File: config.mk
export PLATFORM = sky130hd
export DESIGN_NAME = multi_debouncer
export DESIGN_NICKNAME = d
export VERILOG_FILES = /design/src/rtl/multi_debouncer.sv
export SDC_FILE = /design/constraint.sdc
export NUM_CORES = 1
export LEC_CHECK = 0
export CORE_ASPECT_RATIO = 1.75
export CORE_UTILIZATION = 55
export CTS_CLUSTER_DIAMETER = 50
export DETAILED_ROUTE_END_ITERATION = 12
export GPL_ROUTABILITY_DRIVEN = 0
export PLACE_DENSITY = 0.72
export SLEW_MARGIN = 25
export SYNTH_ARGS = -nofsm -noshare
export SYNTH_HDL_FRONTEND = slang
export SYNTH_SLANG_ARGS = --single-unit
export TNS_END_PERCENT = 30
File: constraint.sdc
create_clock -name clk -period 3 [get_ports clk]
set_input_delay 0.9 -clock clk [delete_from_list [all_inputs] [get_ports clk]]
set_output_delay 0.9 -clock clk [all_outputs]
set_load 0.05 [all_outputs]
File: src/rtl/multi_debouncer.sv
// multi_debouncer
//   Multi-channel push-button/switch conditioner. Each channel is
//   synchronised with two flops and debounced with an exact-length stability
//   counter. It also produces one-cycle press, release and long-press pulses.
//   Channels are fully independent and every output is registered.
//
// Ports
//   clk          system clock
//   reset        synchronous, active-high reset; clears every flop and counter
//   btn_in       raw asynchronous inputs, bit i = channel i
//   btn_state    debounced level per channel, 1 = pressed
//   btn_press    one-cycle pulse in the first cycle a channel reads pressed
//   btn_release  one-cycle pulse in the first cycle a channel reads released
//   btn_long     one-cycle pulse LONG_CYCLES cycles after a press, if still held
module multi_debouncer #(
  parameter int NUM_CH        = 4,
  parameter int STABLE_CYCLES = 1000000,
  parameter int LONG_CYCLES   = 50000000,
  parameter bit ACTIVE_LOW    = 1'b0
) (
  input  logic              clk,
  input  logic              reset,
  input  logic [NUM_CH-1:0] btn_in,
  output logic [NUM_CH-1:0] btn_state,
  output logic [NUM_CH-1:0] btn_press,
  output logic [NUM_CH-1:0] btn_release,
  output logic [NUM_CH-1:0] btn_long
);

  localparam int CNT_W  = $clog2(STABLE_CYCLES + 1);
  localparam int HOLD_W = $clog2(LONG_CYCLES + 1);

  localparam logic [CNT_W-1:0]  CNT_LAST  = CNT_W'(STABLE_CYCLES - 1);
  localparam logic [HOLD_W-1:0] HOLD_LAST = HOLD_W'(LONG_CYCLES - 1);
  localparam logic [HOLD_W-1:0] HOLD_MAX  = HOLD_W'(LONG_CYCLES);

  // Hold counter increment that sticks at LONG_CYCLES so it never wraps
  // while a button stays down indefinitely.
  function automatic logic [HOLD_W-1:0] hold_sat_inc(input logic [HOLD_W-1:0] h);
    if (h == HOLD_MAX) return HOLD_MAX;
    else               return h + 1'b1;
  endfunction

  logic [NUM_CH-1:0] w_raw;
  logic [NUM_CH-1:0] r_sync_p0;
  logic [NUM_CH-1:0] r_sync_p1;
  logic [NUM_CH-1:0] r_state;
  logic [NUM_CH-1:0] r_press;
  logic [NUM_CH-1:0] r_release;
  logic [NUM_CH-1:0] r_long;
  logic [CNT_W-1:0]  r_cnt  [NUM_CH];
  logic [HOLD_W-1:0] r_hold [NUM_CH];

  // Normalise polarity so everything downstream treats 1 as pressed.
  assign w_raw = btn_in ^ {NUM_CH{ACTIVE_LOW}};

  always_ff @(posedge clk) begin
    if (reset) begin
      r_sync_p0 <= '0;
      r_sync_p1 <= '0;
      r_state   <= '0;
      r_press   <= '0;
      r_release <= '0;
      r_long    <= '0;
      for (int i = 0; i < NUM_CH; i++) begin
        r_cnt[i]  <= '0;
        r_hold[i] <= '0;
      end
    end else begin
      // stage p0/p1: two-flop synchroniser
      r_sync_p0 <= w_raw;
      r_sync_p1 <= r_sync_p0;

      for (int i = 0; i < NUM_CH; i++) begin
        // stage: stability counter, counts consecutive disagreeing cycles
        r_press[i]   <= 1'b0;
        r_release[i] <= 1'b0;
        if (r_sync_p1[i] == r_state[i]) begin
          r_cnt[i] <= '0;
        end else if (r_cnt[i] == CNT_LAST) begin
          r_state[i]   <= r_sync_p1[i];
          r_cnt[i]     <= '0;
          r_press[i]   <= r_sync_p1[i];
          r_release[i] <= ~r_sync_p1[i];
        end else begin
          r_cnt[i] <= r_cnt[i] + 1'b1;
        end

        // stage: hold counter; the pulse fires on the step that reaches
        // LONG_CYCLES, so saturation guarantees at most one per press
        if (!r_state[i]) begin
          r_hold[i] <= '0;
          r_long[i] <= 1'b0;
        end else begin
          r_hold[i] <= hold_sat_inc(r_hold[i]);
          r_long[i] <= (r_hold[i] == HOLD_LAST);
        end
      end
    end
  end

  assign btn_state   = r_state;
  assign btn_press   = r_press;
  assign btn_release = r_release;
  assign btn_long    = r_long;

endmodule

# After elaboration in Yosys (flattened, before gate mapping)
# Memory sizes are Yosys's and may differ from the RTL's.
# Index checks and enable logic that the tools add are counted.
[word_totals]
regBits = 24
ramBits = 184
n_memories = 2
[op_classes]
addsub = 8
n_eq_ne = 16
mux = 102
bitwise_logic = 36
n_reduce_logical = 12
[mem_list]
columns = ["memory", "words", "width", "rd", "rd_clocked_by_memory_dff", "write_ports", "line_no", "source"]
rows = [
  ["r_hold", 4, 26, 4, 0, 4, "52", "logic [HOLD_W-1:0] r_hold [NUM_CH];"],
  ["r_cnt", 4, 20, 4, 0, 4, "51", "logic [CNT_W-1:0] r_cnt [NUM_CH];"],
]
[ops]
columns = ["cell", "count"]
rows = [
  ["$mux W26", 20],
  ["$mux W20", 12],
  ["$eq A26 B26 Y1 const B", 8],
  ["$add A26 B1 Y26 const B", 4],
  ["$add A20 B1 Y20 const B", 4],
  ["$eq A20 B20 Y1 const B", 4],
  ["$mux W1", 70],
  ["$or A1 B1 Y1", 20],
  ["$not A1 Y1", 16],
  ["$reduce_or A3 Y1", 4],
  ["$reduce_and A2 Y1", 4],
  ["$reduce_or A2 Y1", 4],
  ["$eq A1 B1 Y1", 4],
]

# Longest topological paths before layout
[depth]
depth_word = 7
depth_mapped = 7

# Worst setup path before layout
# Ideal clock, no wire load.
[synth_timing]
kind = "input port to flip-flop"
from = "input port reset"
to = "memory r_cnt[3][10] (netlist name) (data pin)"
setup_time_ns = 0.266
arrival_time_ns = 1.882
setup_slack_ns = 0.852
cell_stages = 5
path_buffers = 2
path_cell_list = "clkbuf_1 nor2_1 o21ai_1 clkbuf_1 nor2_1"
[synth_rtl]
columns = ["item", "line_no", "source"]
rows = [
  ["start, declared", "22", "input logic reset,"],
  ["end, declared", "51", ""],
]

# Worst setup path after layout
[layout_timing]
from = "register r_state[2], in the netlist btn_state[2]"
to = "output port btn_state[2]"
[layout_rtl]
columns = ["item", "line_no", "source"]
rows = [
  ["start, declared", "47", "logic [NUM_CH-1:0] r_state;"],
  ["start signal, assigned by index", "81", "r_state[i] <= r_sync_p1[i];"],
  ["end, declared", "24", "output logic [NUM_CH-1:0] btn_state,"],
]
# No word-level cell between the ends.

==> reports/metrics.yaml <==
status: "finished, final reports clean"
dp_hpwl_um: 15340
reg2reg_slack_ns: 0.55
numCtsBuffers: 20
min_period_ns: 2.686
ys_warn_count: 0
path_clk_slew_ns: 0.06
finalCoreUtilization: 0.6526
drcViolationCount: 0
rsz0062_at_grt: "false"
syn_area_per_cell_um2: 10.31
synth_area_leaders: "edfxtp_1, xor2_1, dfxtp_1, nor2_1, a21oi_1"
yosysTopAreaCell: "edfxtp_1"
routedWlPerCell_um: 13.73
vias_per_cell: 5.510
num-fill-cells: 1679
area_growth_pct: 15.91
final_cells: 1538
start_util: 0.5630
path_class: "flop to primary output"
final_area_um2: 12940
ctsResizeCount: 0
synth_top_area_share: 0.4951
max_clock_freq_mhz: 372.3
coreArea_um2: 19820
synth-edff-count: 184
syn-cell-area_um2: 11160
post-cts-setup-buffers: 0
synth_cell_types: 50
synth_seq_cells: 208
cp-start-kind: "flop"
fin_ws_ns: 0.3143
hold_class: "flop to flop"
tightest_slew_ns: 0.8682
ff_latch_area_um2: 6006
cp.required_ns: 2.10
die_h_um: 190.4
fin_nets: 1297
postPlaceCellArea_um2: 12300
placementRows: 68
crit_path_cell_trace: "clkdlybuf4s50_1"
final_cell_mix: "edfxtp_1, conb_1, nor2_1"
crit_fanout: 5
worst_ir_drop_vdd_mv: 0.6287
cp_top_family: "buffers and inverters"
setup_viol: 0
critPathMaxStageDelay_ns: 0.85
endpoint_kind: "primary output"
hold_ws_ns: 0.4419
grt_max_degree: 20
cts_tree: "built"
cp.buffers_inverters: 1
critPathSlowestCell: "clkdlybuf4s50_1"
grt_overflow: 0
antenna_left: 0
numPlacedInstances: 1502
powerDensity_nw_per_um2: 467.2
num_io_pins: 22
dr.first_iter.drc_count: 439
synth_top_flop_cell: "edfxtp_1"
multi_input_area_um2: 5542
hold_start: "r_sync_p0[1]"
relSlewSlack: 0.4162
synthCells: 1082
gr-usage-all-layers: 0.2122
async_reset_ff_frac: 0
dieArea_um2: 20890
antenna_found_initial: 0
fin_skew_ns: 0.01494
clock_tree.buffer_depth: 3
p_leak_nw: 4.420
routed_wl_um: 21110
finalPower_mw: 6.044
htreeDepth: 1
post-place-ws_ns: 0.3053
yosysSeqAreaShare: 0.5381
cap_violations: 0
n_antenna_cell: 0
r2r-start: "r_hold[2][8]"
grt_pass1_wl_um: 36040
die-width_um: 109.7
slew_viol_final: 0
insertion_delay_ns: 0.50
crit_start: "btn_state[2]"
grt_pass1_vias: 8205
finalHoldViolCount: 0
vias: 8475
root_buffer: "clkbuf_16"
setup_tns_ns: 0
holdBufCountCts: 0
clock_sinks: 208
period_share: 0.8952
critPathArrivalTime_ns: 1.79
drive_gt1_frac: 0.04176
dr.pass1.iters: 5
io_buffer_count: 21
==> synthesized netlist by cell type, drive strengths merged, types with 38 or more instances <==
cell,count
a21oi,77
xor2,58
nand4,52
or3,41
o31ai,38
nand3,61
nand2,75
or4,40
o21ai,46
edfxtp,184
nor2,116
==> area by class of cell <==
type                       instances  share of cell area
clock buffer                      32             0.04614
clock inverter                     4            0.003289
tap                              245             0.02370
multi-input combinational        982              0.4284
inverter                          30            0.008705
sequential                       208              0.4643
timing repair buffer              37             0.02553
==> cells by family (layout without fill, tap and decap cells) <==
logic type	count (synthesis)	in the layout	share of synthesized area
other	1	184	0.0003360
and+or+nand+nor	522	522	0.2568
AOI/OAI and AO/OA	168	168	0.08868
adders and majority gates	12	12	0.01345
DFF	208	208	0.5381
buffers and inverters	75	103	0.02691
muxes	3	3	0.002691
xor gates and xnor gates	93	93	0.07298
==> state kept, by name (all words and copies together) (netlist names) <==
signal / count
btn_release: 4
btn_long: 4
r_sync_p0: 4
r_hold: 104
r_sync_p1: 4
btn_state: 4
btn_press: 4
r_cnt: 80
==> power by group <==
part           total, mW  switching [mW]  internal [mW]  leakage [nW]
sequential          3.36           0.110           3.25          2.09
clock               2.48            1.04           1.45         0.311
combinational      0.204           0.123         0.0804          2.02
total               6.04            1.27           4.78          4.42
==> routing by layer <==
| metal | global-route usage | routed length [µm] | vias up |
|---|---|---|---|
| met4 | 0.08000 | 600 | 0 |
| li1 | - | - | 4286 |
| met1 | 0.2462 | 8677 | 4017 |
| met3 | 0.02529 | 620 | 49 |
| met2 | 0.3907 | 11220 | 123 |
| met5 | 0 | 0 | - |
==> worst paths after layout <==
| path | cells past startpoint | end |
|---|---|---|
| worst min register to register | 1 | r_sync_p1[1] |
| worst max register to register | 4 | r_hold[2][3] |
| worst min-delay path | 1 | r_sync_p1[1] |
| worst max-delay path | 1 | btn_state[2] |
(Power assumes the default switching activity.)
